**src/rtl/line_timing_gen_if.sv**
```systemverilog
// ----------------------------------------------------------------------------
// line_timing_gen_if : run-enable / line-counter handshake and pixel timing
//                      outputs of the horizontal timing stage
// Revision 1.0 : initial release
// ----------------------------------------------------------------------------
`default_nettype none

interface line_timing_gen_if #(
  parameter int CNT_W = 6
) ();

  logic             h_enb;
  logic             end_frame;
  logic             new_line;
  logic             lc_enb;
  logic             pix_valid;
  logic [CNT_W-1:0] pix_x;
  logic             frame_done;

  // Timing generator side
  modport master (
    input  h_enb,
    input  end_frame,
    output new_line,
    output lc_enb,
    output pix_valid,
    output pix_x,
    output frame_done
  );

  // Consumer side: run control, line counter and pixel pipeline
  modport slave (
    output h_enb,
    output end_frame,
    input  new_line,
    input  lc_enb,
    input  pix_valid,
    input  pix_x,
    input  frame_done
  );

endinterface

`default_nettype wire

```
**src/rtl/line_timing_gen.sv**
```systemverilog
// ----------------------------------------------------------------------------
// line_timing_gen : per-line pixel/blanking timing with vertical blank after
//                   the line counter reports end of frame
// Revision 1.0 : initial release
// ----------------------------------------------------------------------------
`default_nettype none

module line_timing_gen #(
  parameter int ACTIVE_PIX = 32,
  parameter int HBLANK     = 8,
  parameter int VBLANK     = 16,
  parameter int CNT_W      = 6
) (
  input  logic              clk,
  input  logic              rst,
  line_timing_gen_if.master bus
);

  typedef enum logic [2:0] {
    S_IDLE   = 3'd0,
    S_ACTIVE = 3'd1,
    S_HBLANK = 3'd2,
    S_CHECK  = 3'd3,
    S_VBLANK = 3'd4
  } state_t;

  localparam logic [CNT_W-1:0] c_act_last = CNT_W'(ACTIVE_PIX - 1);
  localparam logic [CNT_W-1:0] c_hb_last  = CNT_W'(HBLANK - 1);
  localparam logic [CNT_W-1:0] c_vb_last  = CNT_W'(VBLANK - 1);
  localparam logic [CNT_W-1:0] c_zero     = '0;
  localparam logic [CNT_W-1:0] c_one      = CNT_W'(1);

  state_t           r_state;
  state_t           w_state_nxt;
  logic [CNT_W-1:0] r_cnt;
  logic [CNT_W-1:0] w_cnt_nxt;

  logic             w_new_line;
  logic             w_lc_enb;
  logic             w_pix_valid;
  logic [CNT_W-1:0] w_pix_x;
  logic             w_frame_done;

  always_ff @(posedge clk) begin
    if (rst) begin
      r_state <= S_IDLE;
      r_cnt   <= c_zero;
    end else begin
      r_state <= w_state_nxt;
      r_cnt   <= w_cnt_nxt;
    end
  end

  // Next state: dropping the run enable returns to IDLE from anywhere,
  // which also holds the line counter cleared through lc_enb.
  always_comb begin
    w_state_nxt = r_state;
    w_cnt_nxt   = r_cnt;
    if (!bus.h_enb) begin
      w_state_nxt = S_IDLE;
      w_cnt_nxt   = c_zero;
    end else begin
      case (r_state)
        S_IDLE: begin
          w_state_nxt = S_ACTIVE;
          w_cnt_nxt   = c_zero;
        end
        S_ACTIVE: begin
          if (r_cnt == c_act_last) begin
            w_state_nxt = S_HBLANK;
            w_cnt_nxt   = c_zero;
          end else begin
            w_cnt_nxt   = r_cnt + c_one;
          end
        end
        S_HBLANK: begin
          if (r_cnt == c_hb_last) begin
            w_state_nxt = S_CHECK;
            w_cnt_nxt   = c_zero;
          end else begin
            w_cnt_nxt   = r_cnt + c_one;
          end
        end
        // end_frame already includes the increment from this line's new_line
        S_CHECK: begin
          w_state_nxt = bus.end_frame ? S_VBLANK : S_ACTIVE;
          w_cnt_nxt   = c_zero;
        end
        S_VBLANK: begin
          if (r_cnt == c_vb_last) begin
            w_state_nxt = S_ACTIVE;
            w_cnt_nxt   = c_zero;
          end else begin
            w_cnt_nxt   = r_cnt + c_one;
          end
        end
        default: begin
          w_state_nxt = S_IDLE;
          w_cnt_nxt   = c_zero;
        end
      endcase
    end
  end

  // Outputs depend only on the registered state and counter
  always_comb begin
    w_new_line   = 1'b0;
    w_lc_enb     = 1'b0;
    w_pix_valid  = 1'b0;
    w_pix_x      = c_zero;
    w_frame_done = 1'b0;
    case (r_state)
      S_ACTIVE: begin
        w_lc_enb    = 1'b1;
        w_pix_valid = 1'b1;
        w_pix_x     = r_cnt;
      end
      S_HBLANK: begin
        w_lc_enb   = 1'b1;
        w_new_line = (r_cnt == c_hb_last);
      end
      S_CHECK: begin
        w_lc_enb = 1'b1;
      end
      S_VBLANK: begin
        w_frame_done = (r_cnt == c_vb_last);
      end
      default: begin
        w_lc_enb = 1'b0;
      end
    endcase
  end

  assign bus.new_line   = w_new_line;
  assign bus.lc_enb     = w_lc_enb;
  assign bus.pix_valid  = w_pix_valid;
  assign bus.pix_x      = w_pix_x;
  assign bus.frame_done = w_frame_done;

`ifndef SYNTHESIS
  a_pulse_overlap: assert property (@(posedge clk) disable iff (rst)
    !(w_new_line && w_frame_done));
  a_act_bound: assert property (@(posedge clk) disable iff (rst)
    (r_state == S_ACTIVE) |-> (r_cnt <= c_act_last));
  a_hb_bound: assert property (@(posedge clk) disable iff (rst)
    (r_state == S_HBLANK) |-> (r_cnt <= c_hb_last));
  a_vb_bound: assert property (@(posedge clk) disable iff (rst)
    (r_state == S_VBLANK) |-> (r_cnt <= c_vb_last));
`endif

endmodule

`default_nettype wire

```
**src/flat_wrapper.sv**
```systemverilog
// flat-port wrapper written by rule: the top's interface ports become plain ports
module line_timing_gen_flat 
#(
  parameter int ACTIVE_PIX = 32,
  parameter int HBLANK     = 8,
  parameter int VBLANK     = 16,
  parameter int CNT_W      = 6
)
  (clk, rst, bus_h_enb, bus_end_frame, bus_new_line, bus_lc_enb, bus_pix_valid, bus_pix_x, bus_frame_done);
  line_timing_gen_if #(.CNT_W(CNT_W)) bus_i ();
  input  logic clk;
  input  logic rst;
  input wire logic [$bits(bus_i.h_enb)-1:0] bus_h_enb;
  input wire logic [$bits(bus_i.end_frame)-1:0] bus_end_frame;
  output wire logic [$bits(bus_i.new_line)-1:0] bus_new_line;
  output wire logic [$bits(bus_i.lc_enb)-1:0] bus_lc_enb;
  output wire logic [$bits(bus_i.pix_valid)-1:0] bus_pix_valid;
  output wire logic [$bits(bus_i.pix_x)-1:0] bus_pix_x;
  output wire logic [$bits(bus_i.frame_done)-1:0] bus_frame_done;
  assign bus_i.h_enb = bus_h_enb;
  assign bus_i.end_frame = bus_end_frame;
  assign bus_new_line = bus_i.new_line;
  assign bus_lc_enb = bus_i.lc_enb;
  assign bus_pix_valid = bus_i.pix_valid;
  assign bus_pix_x = bus_i.pix_x;
  assign bus_frame_done = bus_i.frame_done;
  line_timing_gen #(.ACTIVE_PIX(ACTIVE_PIX), .HBLANK(HBLANK), .VBLANK(VBLANK), .CNT_W(CNT_W)) u_core (.clk(clk), .rst(rst), .bus(bus_i));
endmodule
```
**config.mk**
```make
export PLATFORM = sky130hd
export DESIGN_NAME = line_timing_gen_flat
export DESIGN_NICKNAME = d
export VERILOG_FILES = /design/src/rtl/line_timing_gen_if.sv /design/src/rtl/line_timing_gen.sv /design/src/flat_wrapper.sv
export SDC_FILE = /design/constraint.sdc
export NUM_CORES = 1
export LEC_CHECK = 0
export ABC_AREA = 1
export CAP_MARGIN = 20
export CORE_AREA = 2 2 39 41
export DETAILED_ROUTE_END_ITERATION = 10
export DIE_AREA = 0 0 41 43
export MAX_ROUTING_LAYER = met4
export PLACE_DENSITY = 0.7
export SYNTH_ARGS = -nofsm -noshare
export SYNTH_HDL_FRONTEND = slang
export SYNTH_SLANG_ARGS = --single-unit
```
**constraint.sdc**
```tcl
create_clock -name clk -period 1.6 [get_ports clk]
set_input_delay 0.24 -clock clk [delete_from_list [all_inputs] [get_ports clk]]
set_output_delay 0.24 -clock clk [all_outputs]
set_load 0.02 [all_outputs]
```
==> results.yml, run 1 <==
global_route:
  overflow: 0
  grt_max_degree: 10
  grt_pass1_wl_um: 1770
  grt_use_total_pct: 15.2
  grt_pass1_vias: 474
  antenna_found_initial: 0
place:
  hpwlAfterDp_um: 870
  numPortBuffers: 13
  dpl_worst_slack_ps: -108
  dp.cells: 114
  place.gp.congestion: 0.720
die:
  ios: 14
  die_h_um: 43
  initial_core_util_pct: 41.0
  coreArea_mm2: 0.00138
  rows: 14
  die_area_mm2: 0.00176
  die_x_um: 41
finish:
  synthToLayoutAreaGrowth_pct: 36.6
  layout-drive-gt1-share_pct: 43.1
  num_antenna_cells: 0
  multiInputGateArea_um2: 333
  final_nets: 108
  layout_common_cells: "nor2_1 (19), inv_1 (10), buf_4 (8), dfxtp_1 (7)"
  mostFrequentLayoutCell: "nor2_1"
  final_cells: 118
  seq_area_um2: 183
  fillCellCount: 140
timing:
  worst_pin_slew_ps: 260
  worst_slack_ps: 67.7
  relSlewSlack_pct: 82.6
  rsz0062_at_grt: "false"
  hold_viol: 0
  period_share_pct: 95.8
  setup_viol: 0
  whs_ps: 506
  skew_ps: 3.25
  finalMaxSlewViolations: 0
  fmax_ghz: 0.653
  min_period_ps: 1530
pwr:
  leakage_nw: 0.351
  power.density_mw_per_mm2: 620
  ir_drop_v: 0.000341
clock_network:
  cts.sinks: 9
  htreeDepth: 1
  hold_buffers: 0
  path_clk_slew_ps: 60
  clk_latency_ps: 250
  root_buffer: "clkbuf_4"
  post_cts_buffers: 0
  cts_tree: "built"
  cts_made_buffers: 3
  cts_buffer_depth: 2
logic_synthesis:
  yosysSeqAreaShare_pct: 31.8
  synth_cells: 78
  syn_avg_cell_area_um2: 7.27
  syn_nets: 83
  synthesis.area_um2: 567
  yosys_warnings: 0
  ys_ff_latch: 9
  synth.distinct_cells: 19
worst_hold_path:
  hp-class: "register to register"
route:
  ant_nets: 0
  vias: 511
  via_per_inst: 4.33
  dr.first_iter.drc_count: 6
  drcViolationCount: 0
  first_pass_iters: 3
  routedWlPerCell_um: 9.07
  routed_wl_um: 1070
setup_path:
  crit_type: "register to output port"
  worstPathRequired_ps: 1360
  critical_path_arrival_ps: 1290
  setup.worst_path.start_class: "register"
  worstPathMaxFanout: 9
  critPathCaptureType: "output port"
run:
  maxCapViolations: 0
status:
  outcome: "complete, no violations"
report_power, final:
part,leakage (nW),switching (mW),internal [mW]
sequential,0.0739,0.00612,0.228
combinational,0.262,0.0432,0.0311
clock,0.0150,0.0760,0.0959
total,0.351,0.125,0.355
sequential cells by signal (all words and copies together) (netlist names):
signal	count
u_core.r_cnt	6
u_core.r_state	3
routing by layer:
| layer | routed length (um) | vias up | GRT usage [%] | part of all wire (%) |
|---|---|---|---|---|
| met3 | 49 | 2 | 3.14 | 4.6 |
| met2 | 539 | 9 | 24.1 | 50 |
| li1 | - | 284 | - | - |
| met4 | 8 | 0 | 8.00 | 0.75 |
| met5 | 0 | - | - | 0 |
| met1 | 472 | 216 | 17.1 | 44 |
per-stage QoR:
stage / utilization (%) / total power [mW] / area, um2 / setup TNS, ps
after floorplan: - / 0.292 / 567 / 0
after global placement: 55.6 / 0.317 / 769 / -144
after global routing: 56.0 / 0.508 / 774 / 0
after CTS: 56.1 / 0.489 / 776 / 0
after detailed placement: 55.6 / 0.318 / 769 / -199
final: 56.0 / 0.480 / 774 / 0
path summary, 6_finish.rpt:
kind                             startpoint                    endpoint  slack, ps  cells after the start
max          u_core.r_state[2]$_SDFFE_PP0P_                bus_pix_x[0]         70                      4
min              u_core.r_cnt[0]$_SDFF_PP0_  u_core.r_cnt[0]$_SDFF_PP0_        510                      2
max reg2reg      u_core.r_cnt[1]$_SDFF_PP0_  u_core.r_cnt[5]$_SDFF_PP0_        260                      9
min reg2reg      u_core.r_cnt[0]$_SDFF_PP0_  u_core.r_cnt[0]$_SDFF_PP0_        510                      2
cells by family after synthesis:
| group | after synthesis | synth area share [%] |
|---|---|---|
| buffers and inverters | 16 | 10.8 |
| adders and majority gates | 1 | 2.21 |
| DFF | 9 | 31.8 |
| xor gates and xnor gates | 3 | 4.64 |
| AOI/OAI and AO/OA | 2 | 2.21 |
| and+or+nand+nor | 47 | 48.3 |
cells in the mapped netlist (all sizes together):
| library cell | n | area (um2) |
|---|---|---|
| ha | 1 | 12.5 |
| nand3 | 8 | 70.1 |
| a21oi | 1 | 5.00 |
| a21boi | 1 | 7.51 |
| nand2 | 10 | 67.6 |
| nor2 | 26 | 120 |
| nor3 | 2 | 10.0 |
| xor2 | 3 | 26.3 |
| inv | 15 | 56.3 |
| clkinv | 1 | 5.00 |
| nand4 | 1 | 6.26 |
| dfxtp | 9 | 180 |
final cells by class:
class	instances	area share [%]
flip-flops and latches	9	23.6
repair buffers	20	19.5
well taps	16	2.58
clock buffers	4	3.39
inverters	16	7.92
multi-input cells	53	43.0
repair_timing:
item	4_1_cts	5_1_grt
pin swaps	0	2
endpoints found under the setup margin	10	7
gates cloned	0	0
resized for setup	16	14
worst max-delay path, cell delays in order, from the launching register on:
cell and delay [ps]:
dfxtp_1 350, inv_2 100, nand3_4 140, nor2_1 110, dlygate4sd2_1 330
Note: power is estimated with default switching activity, not from simulation.
==> inputs of run 2 (changes only) <==
--- a/config.mk
+++ b/config.mk
@@ -10,6 +10,7 @@
 export CORE_AREA = 2 2 39 41
 export DETAILED_ROUTE_END_ITERATION = 10
 export DIE_AREA = 0 0 41 43
+export HOLD_SLACK_MARGIN = 0.03
 export MAX_ROUTING_LAYER = met4
 export PLACE_DENSITY = 0.7
 export SYNTH_ARGS = -nofsm -noshare
==> results of run 2 <==
Same layout as run 1: the final DEF is identical, and so are final timing and power.
==> inputs of run 3 (changes only) <==
--- a/config.mk
+++ b/config.mk
@@ -10,6 +10,7 @@
 export CORE_AREA = 2 2 39 41
 export DETAILED_ROUTE_END_ITERATION = 10
 export DIE_AREA = 0 0 41 43
+export GPL_TIMING_DRIVEN = 0
 export HOLD_SLACK_MARGIN = 0.03
 export MAX_ROUTING_LAYER = met4
 export PLACE_DENSITY = 0.7
==> run 3 against run 2 <==
Compared with the run above: sequential share of layout area is 0.52 points higher; wire length is 1.6% higher; utilization is 0.45 points lower; non-clock buffer count is 5 lower; register-to-register slack worse by 40 ps; setup slack worse by 17 ps; critical endpoint is now bus_pix_x[3]; largest cell class unchanged; largest power group unchanged; highest routed layer unchanged.
==> results.yml, run 3 (synthesis results as in run 1) <==
status:
  outcome: "complete, no violations"
global_route:
  grt.busiest_layer: "met2"
  use_met2_pct: 21.6
  grt_max_degree: 10
  overflow: 0
  gr-usage-met1_pct: 14.7
  grt_pass1_vias: 417
  antenna_found_initial: 0
  grt_pass1_wl_um: 1560
  grt_use_total_pct: 13.7
  use_met3_pct: 6.28
finish:
  layout-drive-gt1-share_pct: 38.1
  synthToLayoutAreaGrowth_pct: 35.5
  final_nets: 103
  mostFrequentLayoutCell: "nor2_1"
  largest_reg_flops: 6
  layout_common_cells: "nor2_1 (18), inv_1 (10), nor2_2 (7), dfxtp_1 (7), nand2_2 (6)"
  final_util_pct: 55.5
  top_regs: "u_core.r_cnt: 6 flops, u_core.r_state: 3 flops"
  regMostFlops: "u_core.r_cnt"
  num_antenna_cells: 0
timing:
  hold_viol: 0
  min_period_ps: 1550
  skew_ps: 3.02
  worst_pin_slew_ps: 264
  fmax_ghz: 0.646
  period_share_pct: 96.8
  setup-tns-final_ps: 0
  relSlewSlack_pct: 82.4
  finalMaxSlewViolations: 0
  rsz0062_at_grt: "false"
  setup_viol: 0
clock_network:
  cts_buffer_depth: 2
  hold_buffers: 0
  path_clk_slew_ps: 60
  htreeDepth: 1
  cts.sinks: 9
  cts_made_buffers: 3
  cts_tree: "built"
  clk_latency_ps: 260
  root_buffer: "clkbuf_4"
setup_path:
  crit_chain: "inv_2 -> nand3_4 -> nor2_1 -> dlygate4sd2_1"
  critical-path-slowest-cell: "dfxtp_1"
  slowest_delay_ps: 350
  critical_path_arrival_ps: 1310
  worstPathMaxFanout: 9
  crit_type: "register to output port"
  worstPathRequired_ps: 1360
  crit_buf_inv: 2
  critPathTopFamily: "buffers and inverters"
  critPathCaptureType: "output port"
  setup.worst_path.start_class: "register"
route:
  routedWlPerCell_um: 9.62
  via_per_inst: 4.42
  ant_nets: 0
  first_pass_iters: 2
  vias: 500
  dr.first_iter.drc_count: 1
  routed_wl_um: 1090
  drcViolationCount: 0
place:
  hpwlAfterDp_um: 802
  place.gp.congestion: 0.686
  numPortBuffers: 13
pwr:
  clkPwrFrac_pct: 36.3
  power_frac_seq_pct: 48.5
  p_comb_share_pct: 15.2
  internal-power_uw: 353
  swShare_pct: 26.6
  ir_drop_v: 0.000507
  power.density_mw_per_mm2: 627
  p_switching_uw: 128
  leakage_nw: 0.330
die:
  coreArea_mm2: 0.00138
  die_h_um: 43
  ios: 14
  initial_core_util_pct: 41.0
  rows: 14
  die_area_mm2: 0.00176
  die_x_um: 41
run:
  maxCapViolations: 0
worst_hold_path:
  hp-class: "register to register"
run 3: final timing paths:
check | from | to | slack (ps) | cells after the start
setup / recovery | u_core.r_state[2]$_SDFFE_PP0P_ | bus_pix_x[3] | 50 | 4
hold reg to reg | u_core.r_cnt[0]$_SDFF_PP0_ | u_core.r_cnt[0]$_SDFF_PP0_ | 460 | 1
hold / removal | u_core.r_cnt[0]$_SDFF_PP0_ | u_core.r_cnt[0]$_SDFF_PP0_ | 460 | 1
setup reg to reg | u_core.r_cnt[0]$_SDFF_PP0_ | u_core.r_cnt[5]$_SDFF_PP0_ | 220 | 9
run 3: layout make-up:
cell class	instances	area, um2
Sequential cell	9	185
Inverter	16	61.3
Clock buffer	4	26.3
Fill cell	131	616
Multi-Input combinational cell	53	345
Timing Repair Buffer	15	130
Tap cell	16	20.0
run 3: power groups by stage:
| stage | combinational, mW | clock (mW) | sequential [mW] |
|---|---|---|---|
| after floorplan | 0.0530 | 0 | 0.239 |
| after global placement | 0.0765 | 0 | 0.239 |
| after detailed placement | 0.0772 | 0 | 0.240 |
| after CTS | 0.0738 | 0.182 | 0.235 |
| after global routing | 0.0805 | 0.196 | 0.234 |
| final | 0.0732 | 0.175 | 0.234 |
run 3: per-stage QoR:
stage / hold WS [ps] / cell area [um2] / power (mW) / instances / setup WS (ps)
floorplan: 418 / 567 / 0.292 / 78 / 263
global placement: 450 / 717 / 0.316 / 107 / -180
detailed placement: 477 / 717 / 0.317 / 107 / -220
CTS: 446 / 732 / 0.491 / 111 / -4.03
global route: 472 / 768 / 0.510 / 113 / 0.316
finish: 457 / 768 / 0.482 / 113 / 51.0
run 3: what timing repair did:
item,CTS,global route
endpoints found under the setup margin,10,6
buffers inserted,0,2
pin swaps,0,1
gates resized for setup,20,10
run 3: per-layer routing:
layer  part of all wire [%]  up-vias
li1                       -      272
met1                     41      215
met2                     52       11
met3                    6.0        2
met4                    1.2        0
met5                      0        -
